--- src/rtl/stoch_pkg.sv ---
// stoch_pkg: shared types and limits for the stochastic datapath blocks.
package stoch_pkg;
    typedef enum logic [1:0] {IDLE, ACCUM, HOLD} s2b_state_t;
    localparam int S2B_MAX_WINDOW_LOG2 = 16;
endpackage

--- src/rtl/stoch_to_bin_if.sv ---
// stoch_to_bin_if: stochastic bitstream in, valid/ready ones-count out.
interface stoch_to_bin_if #(parameter int WINDOW_LOG2 = 8) ();
    logic                 start;
    logic                 bit_in;
    logic                 bit_valid;
    logic                 busy;
    logic                 out_valid;
    logic                 out_ready;
    logic [WINDOW_LOG2:0] count_out;
    modport master (output start, bit_in, bit_valid, out_ready, input busy, out_valid, count_out);
    modport slave  (input start, bit_in, bit_valid, out_ready, output busy, out_valid, count_out);
endinterface

--- src/rtl/stoch_window_ctr.sv ---
// stoch_window_ctr: enable/clear counter; hit flags the enabled step that reaches TERM.
module stoch_window_ctr #(
    parameter int           W    = 9,
    parameter logic [W-1:0] TERM = '1
) (
    input  logic         clk,
    input  logic         rst_n,
    input  logic         clr,
    input  logic         en,
    output logic [W-1:0] cnt,
    output logic         hit
);
    assign hit = en && (cnt == TERM - 1'b1);
    always_ff @(posedge clk or negedge rst_n) begin
        if (!rst_n) cnt <= '0;
        else        cnt <= clr ? '0 : cnt + W'(en);
    end
endmodule

--- src/rtl/stoch_to_bin.sv ---
// stoch_to_bin: counts ones over 2^WINDOW_LOG2 accepted stream bits and
// hands the count downstream over valid/ready.
module stoch_to_bin import stoch_pkg::*; #(
    parameter int WINDOW_LOG2 = 8
) (
    input logic           clk,
    input logic           rst_n,
    stoch_to_bin_if.slave s
);
    localparam int           W    = WINDOW_LOG2 + 1;
    localparam logic [W-1:0] TERM = {1'b1, {WINDOW_LOG2{1'b0}}};

    if (WINDOW_LOG2 < 1 || WINDOW_LOG2 > S2B_MAX_WINDOW_LOG2) begin : g_bad_window
        $error("stoch_to_bin: WINDOW_LOG2 out of range");
    end

    s2b_state_t   state;
    logic         acc, clr, smp_hit, ones_hit_unused;
    logic [W-1:0] smp_cnt_unused, ones_cnt;

    assign acc = (state == ACCUM) && s.bit_valid;
    assign clr = s.start && (state == IDLE || (state == HOLD && s.out_ready));

    stoch_window_ctr #(.W(W), .TERM(TERM)) u_smp (
        .clk(clk), .rst_n(rst_n), .clr(clr), .en(acc),
        .cnt(smp_cnt_unused), .hit(smp_hit)
    );

    stoch_window_ctr #(.W(W), .TERM(TERM)) u_ones (
        .clk(clk), .rst_n(rst_n), .clr(clr), .en(acc && s.bit_in),
        .cnt(ones_cnt), .hit(ones_hit_unused)
    );

    // The closing bit is folded into count_out on the same edge it is accepted.
    always_ff @(posedge clk or negedge rst_n) begin
        if (!rst_n) begin
            state       <= IDLE;
            s.busy      <= 1'b0;
            s.out_valid <= 1'b0;
            s.count_out <= '0;
        end else begin
            case (state)
                IDLE: if (s.start) begin
                    state  <= ACCUM;
                    s.busy <= 1'b1;
                end
                ACCUM: if (smp_hit) begin
                    state       <= HOLD;
                    s.out_valid <= 1'b1;
                    s.count_out <= ones_cnt + W'(s.bit_in);
                end
                HOLD: if (s.out_ready) begin
                    state       <= s.start ? ACCUM : IDLE;
                    s.busy      <= s.start;
                    s.out_valid <= 1'b0;
                end
                default: state <= IDLE;
            endcase
        end
    end
endmodule

--- src/flat_wrapper.sv ---
// flat-port wrapper written by rule: the top's interface ports become plain ports
module stoch_to_bin_flat import stoch_pkg::*;
#(
    parameter int WINDOW_LOG2 = 8
)
  (clk, rst_n, s_start, s_bit_in, s_bit_valid, s_out_ready, s_busy, s_out_valid, s_count_out);
  stoch_to_bin_if #(.WINDOW_LOG2(WINDOW_LOG2)) s_i ();
  input logic clk;
  input logic rst_n;
  input wire logic [$bits(s_i.start)-1:0] s_start;
  input wire logic [$bits(s_i.bit_in)-1:0] s_bit_in;
  input wire logic [$bits(s_i.bit_valid)-1:0] s_bit_valid;
  input wire logic [$bits(s_i.out_ready)-1:0] s_out_ready;
  output wire logic [$bits(s_i.busy)-1:0] s_busy;
  output wire logic [$bits(s_i.out_valid)-1:0] s_out_valid;
  output wire logic [$bits(s_i.count_out)-1:0] s_count_out;
  assign s_i.start = s_start;
  assign s_i.bit_in = s_bit_in;
  assign s_i.bit_valid = s_bit_valid;
  assign s_i.out_ready = s_out_ready;
  assign s_busy = s_i.busy;
  assign s_out_valid = s_i.out_valid;
  assign s_count_out = s_i.count_out;
  stoch_to_bin #(.WINDOW_LOG2(WINDOW_LOG2)) u_core (.clk(clk), .rst_n(rst_n), .s(s_i));
endmodule
--- config.mk ---
export PLATFORM = sky130hd
export DESIGN_NAME = stoch_to_bin_flat
export DESIGN_NICKNAME = d
export VERILOG_FILES = /design/src/rtl/stoch_pkg.sv /design/src/rtl/stoch_to_bin_if.sv /design/src/rtl/stoch_window_ctr.sv /design/src/rtl/stoch_to_bin.sv /design/src/flat_wrapper.sv
export SDC_FILE = /design/constraint.sdc
export NUM_CORES = 1
export LEC_CHECK = 0
export BUFFER_PORTS_ARGS = -buffer_cell sky130_fd_sc_hd__buf_4
export CAP_MARGIN = 20
export CORE_MARGIN = 1
export CORE_UTILIZATION = 35
export CTS_BUF_LIST = sky130_fd_sc_hd__clkbuf_4
export DETAILED_ROUTE_END_ITERATION = 10
export PLACE_DENSITY = 0.59
export SETUP_SLACK_MARGIN = 0.4
export SLEW_MARGIN = 20
export SYNTH_ARGS = -nofsm -noshare
export SYNTH_HDL_FRONTEND = slang
export SYNTH_SLANG_ARGS = --single-unit
export TNS_END_PERCENT = 30
--- constraint.sdc ---
create_clock -name clk -period 1.8 [get_ports clk]
set_clock_uncertainty 0.05 [all_clocks]
set_input_delay 0.18 -clock clk [delete_from_list [all_inputs] [get_ports clk]]
set_output_delay 0.18 -clock clk [all_outputs]
set_load 0.005 [all_outputs]
# After elaboration in Yosys (flattened, before gate mapping)
# Index checks and enable logic that the tools add are counted.
dict set report op_classes {
  n_addsub 3
  n_eq_ne 6
  n_mux 13
  n_reduce_logical 13
}
# cell count
set op_table {}
lappend op_table {{$add A9 B1 Y9} 3}
lappend op_table {{$mux W9} 2}
lappend op_table {{$eq A9 B8 Y1 const B} 1}
lappend op_table {{$reduce_and A3 Y1} 3}
lappend op_table {{$mux W2} 3}
lappend op_table {{$pmux W2 S3} 1}
lappend op_table {{$logic_and A1 B1 Y1} 5}
lappend op_table {{$mux W1} 5}
lappend op_table {{$ne A2 B2 Y1 const B} 2}
lappend op_table {{$pmux W1 S2} 2}
lappend op_table {{$reduce_bool A2 Y1} 2}
lappend op_table {{$eq A2 B1 Y1 const B} 1}
lappend op_table {{$eq A2 B2 Y1 const B} 1}
lappend op_table {{$logic_not A2 Y1} 1}
lappend op_table {{$ne A2 B1 Y1 const B} 1}
lappend op_table {{$reduce_and A2 Y1} 1}
lappend op_table {{$logic_or A1 B1 Y1} 1}
dict set report word_totals {
  regBits 31
  inputBits 6
}

# Logic depth before layout (Yosys ltp)
# Gate-level depths: netlist of run 1.
dict set report depth {
  ltp_word 5
  ltp_mapped 7
  mapped_depth_nobuf 6
}

# Modules after synthesis
# From an unflattened synthesis of run 1, not the netlist that was laid out.
dict set report unflattened {
  cells_unflattened 161
  hier_area_um2 1541.5
}
# module n_inst cells_per_inst area_per_inst_um2 seq_area_each_um2
set modules_own_cells {}
lappend modules_own_cells {stoch_window_ctr 2 43 431.7 225.2}
lappend modules_own_cells {stoch_to_bin 1 75 678.2 325.3}

# Worst setup path before layout of run 1
# No wires, ideal clock.
dict set report synth_timing {
  kind {register to register}
  start {reg u_core.state[1]}
  end {reg u_core.u_smp.cnt[8]}
  setup_ns 0.078
  arrival_ns 1.805
  setup_slack_ns -0.133
  stages_incl_launch_ff 8
  n_path_buf 1
  period_less_slack_ns 1.933
  path_cell_list {dfrtp_1 and3b_1 buf_6 ha_1 ha_1 inv_1 or4_1 a21oi_1}
}
dict set report synth_between {
  elab_chain_len 5
  word_cells_on_any_way 9
  cone_classes {add/sub: 1; eq/ne: 2; mux: 1; reduce/logical: 5}
}
# item line_no
set synth_lines {}
lappend synth_lines {{start: declaration} stoch_to_bin.sv:17} ;# s2b_state_t state;
lappend synth_lines {{start signal: assignment} stoch_to_bin.sv:53} ;# state <= s.start ? ACCUM : IDLE;
lappend synth_lines {{parallel branches: the longest is 4 deep, another holds $add A9 B1 Y9} -}
lappend synth_lines {{$mux W9 (*)} stoch_window_ctr.sv:16} ;# else cnt <= clr ? '0 : cnt + W'(en);
lappend synth_lines {{end signal: assignment} stoch_window_ctr.sv:16}
lappend synth_lines {{end: declaration} stoch_window_ctr.sv:10} ;# output logic [W-1:0] cnt,
# Mark *: on every way between the ends.
# A chain may end at the register's enable or synchronous reset.

# Final worst setup path of run 1
# Same ends and word-level chain as after synthesis.

==> impl_metrics.csv, run 1 <==
group,metric,value,unit
finish,area_growth,26.2,%
finish,post-route-util,47.6,%
global_route,antenna_found_initial,0,
yosys,synth_cell_types,31,
timing,hold_violations,0,
timing,worst_slew_pin_slew,0.391,ns
worst_hold_path,hp-class,"in2reg",
timing,rsz0062_at_grt,"true",
worst_setup_path,critPathArrivalTime,1.98,ns
clocking,insertion_delay,0.34,ns
yosys,synth_top_cell_by_area,"dfrtp_1",
yosys,ys.flop_type,"dfrtp_1",
pwr,p_leak,0.862,nW
yosys,yosys-top-cells-count,"dfrtp_1, o21ai_0, or3_1",
floorplanning,die_w,68.8,µm
drt,wl,3240,µm
timing,slew_viol_final,0,
timing,slew_headroom,73.9,%
floorplanning,rows,23,
floorplanning,die_area,0.00473,mm²
finish,n_antenna_cell,0,
worst_setup_path,startpoint_type,"register",
clocking,clk_pin_slew_worst_paths,0.10,ns
timing,period_minus_slack,1.77,ns
drt,avgRoutedWirePerCell,14.3,µm
timing,setup_viol,0,
worst_setup_path,critPathKind,"reg2reg",
pwr,finalPower,2.03,mW
global_route,track_usage,15.3,%
global_route,grt_pass1_vias,1124,
yosys,netlist_area,0.00156,mm²
yosys,yosysSeqAreaShare,49.7,%
yosys,synth_cells,145,
yosys,synthTopCellsByArea,"dfrtp_1, ha_1, or3_1",
clocking,ctsLongestPathBuffers,2,
floorplanning,start_util,37.7,%
placement,place.gp.congestion,0.752,
clocking,clkSinkCount,31,
drt,vias,1219,
outcome,outcome,"complete, no violations",
floorplanning,core,0.00414,mm²
pwr,power_density,1030,mW/mm²
finish,drive_gt1_share,33.3,%
worst_setup_path,cp.required,2.01,ns
placement,hpwl,2130,µm
clocking,numCtsBuffers,5,
floorplanning,ios,17,
worst_setup_path,critPathCaptureType,"register",
yosys,synth.avg_cell_area,10.8,µm²
timing,timing.final.crit_share,98.3,%
timing,setup_slack,0.0303,ns
flow_run,maxCapViolCount,0,
global_route,grt_max_degree,32,
finish,nets,188,
clocking,cts_tree,"yes",
clocking,htreeDepth,2,
placement,port_buffers,16,
yosys,synth_edf_count,0,
global_route,grt_overflow,0,
global_route,grt_pass1_wl,5040,µm
drt,drt-pass1-iter-count,4,
yosys,synth_top_area_share,49.7,%
yosys,synth_warnings,0,
pwr,worst_ir_drop_vdd,0.401,mV
floorplanning,die_height,68.8,µm
yosys,yosys_register_bits,31,
timing,setup-tns-final,0,ns
yosys,synthMostInstantiatedCell,"dfrtp_1",
yosys,async_flop_share,100,%
drt,drc,0,
timing,fmax,565,MHz
yosys,synth_fp_nets,157,
drt,ant_nets,0,
drt,drtIter0Drc,72,
placement,dp_slack,0.00249,ns
clocking,root_buffer,"clkbuf_4",
finish,fin_area,0.00197,mm²
drt,viasPerCell,5.37,
worst_setup_path,cp_max_fo,5,
placement,placed_area,0.00178,mm²
cells by family after synthesis:
| logic type | after synthesis | share of synthesized area (%) |
|---|---|---|
| and+or+nand+nor | 50 | 18.4 |
| AOI/OAI and AO/OA | 34 | 13.1 |
| DFF | 31 | 49.7 |
| xor gates and xnor gates | 10 | 5.61 |
| buffers and inverters | 9 | 4.01 |
| adders and majority gates | 6 | 4.81 |
| muxes | 5 | 4.33 |
critical path, cell delays in order, from the launching register on:
cell,delay [ns]
dfrtp_1,0.38
and3b_2,0.27
buf_6,0.12
ha_4,0.15
ha_4,0.13
inv_2,0.04
or4_4,0.42
a21oi_2,0.15
through the flow:
| stage | hold slack (ns) | instances |
|---|---|---|
| final | 0.0851 | 227 |
| after global placement | 0.0872 | 211 |
| after detailed placement | 0.0969 | 211 |
| after floorplan | -0.166 | 145 |
| after global routing | 0.115 | 227 |
| after CTS | 0.0758 | 222 |
cell type report:
cell class	count	area, µm²
timing repair buffer	30	235
inverter	3	11.3
multi-input combinational	105	828
fill	390	2170
clock inverter	1	5.00
tap	50	62.6
sequential	31	776
clock buffer	7	52.6
report_power, final:
part           internal, mW  leakage (nW)  switching (mW)
Sequential            0.838         0.405           0.170
Combinational         0.304         0.420           0.299
Clock                 0.182        0.0361           0.232
timing repair:
item                       4_1_cts  5_1_grt
hold buffers                     1        0
setup endpoints to repair       24       28
pin swaps                        2       10
resized for setup                3       10
buffers inserted                 2        5
hold endpoints to repair        31        0
worst paths after layout:
kind	startpoint	to	slack, ns	cells past startpoint
hold / removal	s_start	u_core.s.busy	0.09	3
max in group asynchronous	rst_n	u_core.u_smp.cnt[4]	1.15	2
setup reg to reg	u_core.state[1]	u_core.u_smp.cnt[8]	0.03	7
min in group asynchronous	rst_n	u_core.s.count_out[8]	0.26	2
setup / recovery	u_core.state[1]	u_core.u_smp.cnt[8]	0.03	7
hold reg to reg	u_core.s.out_valid	u_core.s.out_valid	0.45	1
layer usage:
metal	routed length [µm]	GRT usage, %	part of all wire [%]	vias up
met5	0	0	0	-
met4	65	8.93	2.0	0
met2	1480	22.8	45	21
li1	-	-	-	596
met3	134	5.43	4.1	7
met1	1570	19.1	48	595
cells in the final DEF, fill, tap and decap left out, types with 5 or more instances in the layout:
cell type,Yosys,layout
dfrtp_1,31,31
buf_4,0,27
o21ai_0,11,11
or3_1,11,11
nand3_1,9,9
a21oi_1,10,9
nor2_1,8,8
clkbuf_4,0,7
nand4_1,5,5
xor2_1,5,5
mux2_4,3,5
state kept, by name (all words and copies together), names as in the netlist:
register and flops:
u_core.s.count_out 9, u_core.u_ones.cnt 9, u_core.u_smp.cnt 9, u_core.state 2, u_core.s.busy 1, u_core.s.out_valid 1
Power figures use the tool's default switching activity.
==> run 2: changes to the inputs <==
Settings changed: MAX_ROUTING_LAYER from default to met4.
==> run 2 against run 1 <==
Clock power hardly changed. Critical path depth stayed put. Via count hardly changed. Routed wire length hardly changed. Critical endpoint unchanged. Largest cell class unchanged. Highest routed layer unchanged.
==> impl_metrics.csv, run 2 (synthesis gave the netlist of run 1 again) <==
group,metric,value,unit
worst_setup_path,startpoint_type,"register",
clocking,root_buffer,"clkbuf_4",
drt,viasPerCell,5.37,
flow_run,maxCapViolCount,0,
floorplanning,die_height,68.8,µm
finish,fin_cells,227,
finish,area_growth,26.2,%
timing,setup_slack,0.0302,ns
pwr,power_density,1030,mW/mm²
clocking,numCtsBuffers,5,
timing,rsz0062_at_grt,"true",
global_route,grt_overflow,0,
worst_setup_path,rrSetupSlack,0.03,ns
worst_hold_path,hp-class,"in2reg",
clocking,clkSinkCount,31,
pwr,switchingPower,0.703,mW
timing,slew_viol_final,0,
finish,nets,188,
placement,hpwl,2130,µm
clocking,htreeDepth,2,
finish,n_antenna_cell,0,
floorplanning,core,0.00414,mm²
drt,drt-pass1-iter-count,4,
clocking,ctsLongestPathBuffers,2,
worst_setup_path,critPathArrivalTime,1.98,ns
placement,dp_slack,0.00249,ns
worst_setup_path,critPathCaptureType,"register",
timing,hold_violations,0,
floorplanning,die_w,68.8,µm
placement,port_buffers,16,
clocking,cts_tree,"yes",
global_route,antenna_found_initial,0,
timing,setup-tns-final,0,ns
global_route,grt_pass1_vias,1120,
clocking,clk_pin_slew_worst_paths,0.10,ns
outcome,outcome,"complete, no violations",
drt,drtIter0Drc,76,
drt,vias,1220,
worst_setup_path,cp_max_fo,5,
floorplanning,rows,23,
drt,avgRoutedWirePerCell,14.3,µm
pwr,p_int,1.32,mW
finish,final_common_cell,"dfrtp_1",
timing,holdWs,0.0851,ns
timing,slew_headroom,73.9,%
drt,ant_nets,0,
pwr,p_leak,0.863,nW
floorplanning,start_util,37.7,%
pwr,switching_share,34.7,%
clocking,insertion_delay,0.34,ns
drt,wl,3240,µm
worst_setup_path,cp.required,2.01,ns
global_route,grt_pass1_wl,5060,µm
pwr,power_frac_comb,29.7,%
pwr,worst_ir_drop_vdd,0.401,mV
timing,period_minus_slack,1.77,ns
drt,drc,0,
placement,place.gp.congestion,0.761,
placement,dp.cells,211,
finish,most-common-layout-cells,"dfrtp_1, buf_4, o21ai_0, or3_1",
pwr,pwr-share-seq,49.8,%
timing,fmax,565,MHz
finish,reg_top3,"u_core.s.count_out: 9 flops, u_core.u_ones.cnt: 9 flops, u_core.u_smp.cnt: 9 flops",
worst_setup_path,critPathKind,"reg2reg",
timing,timing.final.crit_share,98.3,%
timing,setup_viol,0,
floorplanning,ios,17,
finish,drive_gt1_share,33.3,%
global_route,grt_max_degree,32,
floorplanning,die_area,0.00473,mm²
timing,worst_slew_pin_slew,0.391,ns
pwr,pwr-share-clk,20.5,%
global_route,track_usage,15.8,%
## run 2: cell counts in the layout (fill, tap and decap cells not counted)
No cell type changed its count.
## run 2: per-stage QoR
stage	util [%]	instance area (µm²)	power [mW]
2_1_floorplan	-	1600	1.40
3_3_place_gp	42.9	1780	1.55
3_5_place_dp	42.9	1780	1.56
4_1_cts	45.2	1870	2.00
5_1_grt	47.6	1970	2.18
6_report	47.6	1970	2.03
## run 2: critical path, cell delays in order (launching register included)
cell     delay [ns]
dfrtp_1        0.38
and3b_2        0.27
buf_6          0.12
ha_4           0.15
ha_4           0.13
inv_2          0.04
or4_4          0.42
a21oi_2        0.15
## run 2: final cells by class
cell class | instances | area, µm²
clock buffer | 7 | 52.6
clock inverter | 1 | 5.00
fill | 390 | 2170
inverter | 3 | 11.3
multi-input combinational | 105 | 828
sequential | 31 | 776
tap | 50 | 62.6
timing repair buffer | 30 | 235
## run 2: path summary, 6_finish.rpt
check	cells after the start	endpoint	from
setup / recovery	7	u_core.u_smp.cnt[8]	u_core.state[1]
hold / removal	3	u_core.s.busy	s_start
setup reg to reg	7	u_core.u_smp.cnt[8]	u_core.state[1]
hold reg to reg	1	u_core.s.out_valid	u_core.s.out_valid
max in group asynchronous	2	u_core.u_smp.cnt[4]	rst_n
min in group asynchronous	2	u_core.s.count_out[8]	rst_n
## run 2: repair_timing
action / 4_1_cts / 5_1_grt
endpoints found under the hold margin: 31 / 0
gates resized for setup: 3 / 10
hold buffers: 1 / 0
setup buffers: 2 / 5
setup endpoints to repair: 24 / 28
pin swaps: 2 / 9
## run 2: metal layers
| layer | up-vias | track usage (%) | wire length, µm |
|---|---|---|---|
| met3 | 7 | 5.43 | 137 |
| met5 | - | - | 0 |
| met4 | 0 | 8.93 | 63 |
| met2 | 21 | 22.8 | 1480 |
| li1 | 596 | - | - |
| met1 | 596 | 19.2 | 1570 |
## run 2: power groups by stage
stage               Sequential [mW]  Clock (mW)  Combinational [mW]
floorplan                     0.969           0               0.432
global placement               1.01           0               0.536
detailed placement             1.02           0               0.544
CTS                            1.00       0.427               0.565
global route                   1.03       0.460               0.687
finish                         1.01       0.415               0.603
==> run 3: changes to the inputs <==
Settings changed: ABC_AREA from default to 1.
==> run 3 against run 2 <==
Non-clock buffer count grew 1. Cell area grew 11%. Core utilization grew 1.1 points. Register-to-register slack gained 0.21 ns. Global-route usage grew 0.12 points. Routed wire length grew 12%. Sequential share of layout area shrank 3.8 points. Clock power shrank 4.8%. Die area grew 8.1%. Fmax grew 13%. Largest power group unchanged.
==> impl_metrics.csv, run 3 <==
group,metric,value,unit
outcome,outcome,"complete, no violations",
yosys,yosysSeqAreaShare,45.9,%
yosys,synth_cell_types,25,
yosys,synth_simple_gate_area_share,36.4,%
floorplanning,die_area,0.00512,mm²
global_route,grt_max_degree,32,
timing,holdWs,0.121,ns
global_route,grt_overflow,0,
timing,slew_viol_final,0,
timing,setup-tns-final,0,ns
worst_setup_path,startpoint_type,"register",
floorplanning,die_height,71.5,µm
finish,final_common_cell,"nand2_1",
clocking,ctsLongestPathBuffers,2,
finish,reg_top3,"u_core.s.count_out: 9 flops, u_core.u_ones.cnt: 9 flops, u_core.u_smp.cnt: 9 flops",
global_route,grt_pass1_wl,6050,µm
worst_setup_path,critPathArrivalTime,1.74,ns
timing,fmax,640,MHz
yosys,synth_top_family_by_area,"simple AND/OR/NAND/NOR gates",
drt,viasPerCell,4.74,
timing,slew_headroom,72.8,%
clocking,root_buffer,"clkbuf_4",
yosys,ys.flop_type,"dfrtp_1",
yosys,synth_compound_area_share,4.51,%
pwr,power_density,891,mW/mm²
worst_hold_path,hp-class,"in2reg",
clocking,numCtsBuffers,5,
drt,drt-pass1-iter-count,4,
worst_setup_path,critPathKind,"reg2reg",
yosys,yosys_register_bits,31,
yosys,yosys-top-cells-count,"nand2_1, dfrtp_1, nor2_1",
global_route,antenna_found_initial,0,
worst_setup_path,cp.required,1.98,ns
clocking,cts_tree,"yes",
yosys,synth_edf_count,0,
floorplanning,start_util,37.6,%
pwr,worst_ir_drop_vdd,0.370,mV
floorplanning,rows,24,
worst_setup_path,cp_max_fo,5,
yosys,synth_fp_nets,226,
timing,period_minus_slack,1.56,ns
placement,hpwl,2530,µm
floorplanning,die_w,71.5,µm
placement,port_buffers,16,
global_route,grt_pass1_vias,1387,
yosys,synthTopCellsByArea,"dfrtp_1, nand2_1, nor2_1",
global_route,track_usage,15.9,%
floorplanning,ios,17,
finish,area_growth,29.7,%
placement,place.gp.congestion,0.907,
yosys,synthMostInstantiatedCell,"nand2_1",
yosys,synthXorXnorAreaFrac,2.59,%
drt,avgRoutedWirePerCell,12.0,µm
yosys,yosys.area_share.adder,4.44,%
yosys,synth_cells,214,
pwr,finalPower,1.95,mW
timing,hold_violations,0,
finish,nFillCells,450,
finish,n_antenna_cell,0,
timing,worst_slew_pin_slew,0.407,ns
drt,drtIter0Drc,48,
finish,most-common-layout-cells,"nand2_1, buf_4, nor2_1, dfrtp_1, inv_1",
clocking,htreeDepth,2,
drt,vias,1432,
yosys,synth_top_area_share,45.9,%
yosys,synth_top_cell_by_area,"dfrtp_1",
floorplanning,core,0.00450,mm²
clocking,insertion_delay,0.34,ns
timing,setup_viol,0,
worst_setup_path,critPathCaptureType,"register",
yosys,synth.avg_cell_area,7.90,µm²
yosys,async_flop_share,100,%
timing,timing.final.crit_share,86.8,%
drt,drc,0,
yosys,synth.area.mux_share,0,%
yosys,synth_warnings,0,
finish,drive_gt1_share,32.4,%
pwr,p_leak,1.13,nW
clocking,clk_pin_slew_worst_paths,0.10,ns
drt,ant_nets,0,
clocking,clkSinkCount,31,
timing,rsz0062_at_grt,"true",
finish,nets,263,
drt,wl,3630,µm
flow_run,maxCapViolCount,0,
yosys,netlist_area,0.00169,mm²
## run 3: cell families (layout without fill, tap and decap cells)
logic type	count (synthesis)	in the layout
and+or+nand+nor	131	131
DFF	31	31
buffers and inverters	27	63
AOI/OAI and AO/OA	14	14
adders and majority gates	6	6
xor gates and xnor gates	5	5
## run 3: per-layer routing
metal	global-route usage, %	up-vias	part of all wire, %	wire length, µm
li1	-	740	-	-
met1	18.3	674	47	1720
met2	26.9	11	49	1780
met3	3.38	7	1.6	58
met4	7.19	0	1.9	70
met5	-	-	0	0
## run 3: through the flow
stage / std cells / cell area, µm² / utilization (%) / setup WS (ns)
5_1_grt: 302 / 2190 / 48.7 / 0.140
3_3_place_gp: 282 / 1920 / 42.7 / 0.182
6_report: 302 / 2190 / 48.7 / 0.238
2_1_floorplan: 214 / 1740 / - / 0.279
4_1_cts: 298 / 2080 / 46.3 / 0.263
3_5_place_dp: 282 / 1920 / 42.7 / 0.159
## run 3: path summary, 6_finish.rpt
kind / to / depth (start not counted) / slack, ns / startpoint
min in group asynchronous: u_core.u_smp.cnt[3] / 2 / 0.25 / rst_n
max reg2reg: u_core.u_ones.cnt[6] / 9 / 0.24 / u_core.state[1]
max in group asynchronous: u_core.u_smp.cnt[2] / 2 / 1.13 / rst_n
min reg2reg: u_core.s.count_out[5] / 2 / 0.44 / u_core.s.count_out[5]
min: u_core.s.count_out[0] / 4 / 0.12 / s_bit_in
max: u_core.u_ones.cnt[6] / 9 / 0.24 / u_core.state[1]
## run 3: critical path: stages, from the launching register on
cell     delay [ns]
dfrtp_1        0.40
inv_2          0.09
nand3_4        0.10
nor2_4         0.15
ha_4           0.17
nand2_4        0.06
nor2_4         0.16
nand2_2        0.08
o21ai_0        0.15
nor2_1         0.05
## run 3: report_power, final
part / total [mW] / switching [mW] / internal [mW]
Sequential: 1.00 / 0.190 / 0.812
Combinational: 0.558 / 0.280 / 0.278
Clock: 0.395 / 0.241 / 0.154
## run 3: final cells by class
type | count | area, µm² | share of cell area, %
multi-input cells | 156 | 963 | 43.9
well taps | 52 | 65.1 | 2.97
repair buffers | 31 | 239 | 10.9
flip-flops and latches | 31 | 781 | 35.6
clock buffers | 6 | 45.0 | 2.05
inverters | 26 | 100 | 4.56
## run 3: what timing repair did
action / CTS / global route
pin swaps: 6 / 10
endpoints found under the hold margin: 31 / 0
cloned: 0 / 0
setup endpoints to repair: 14 / 29
hold buffers: 1 / 0
resized for setup: 9 / 20
buffers inserted: 9 / 4
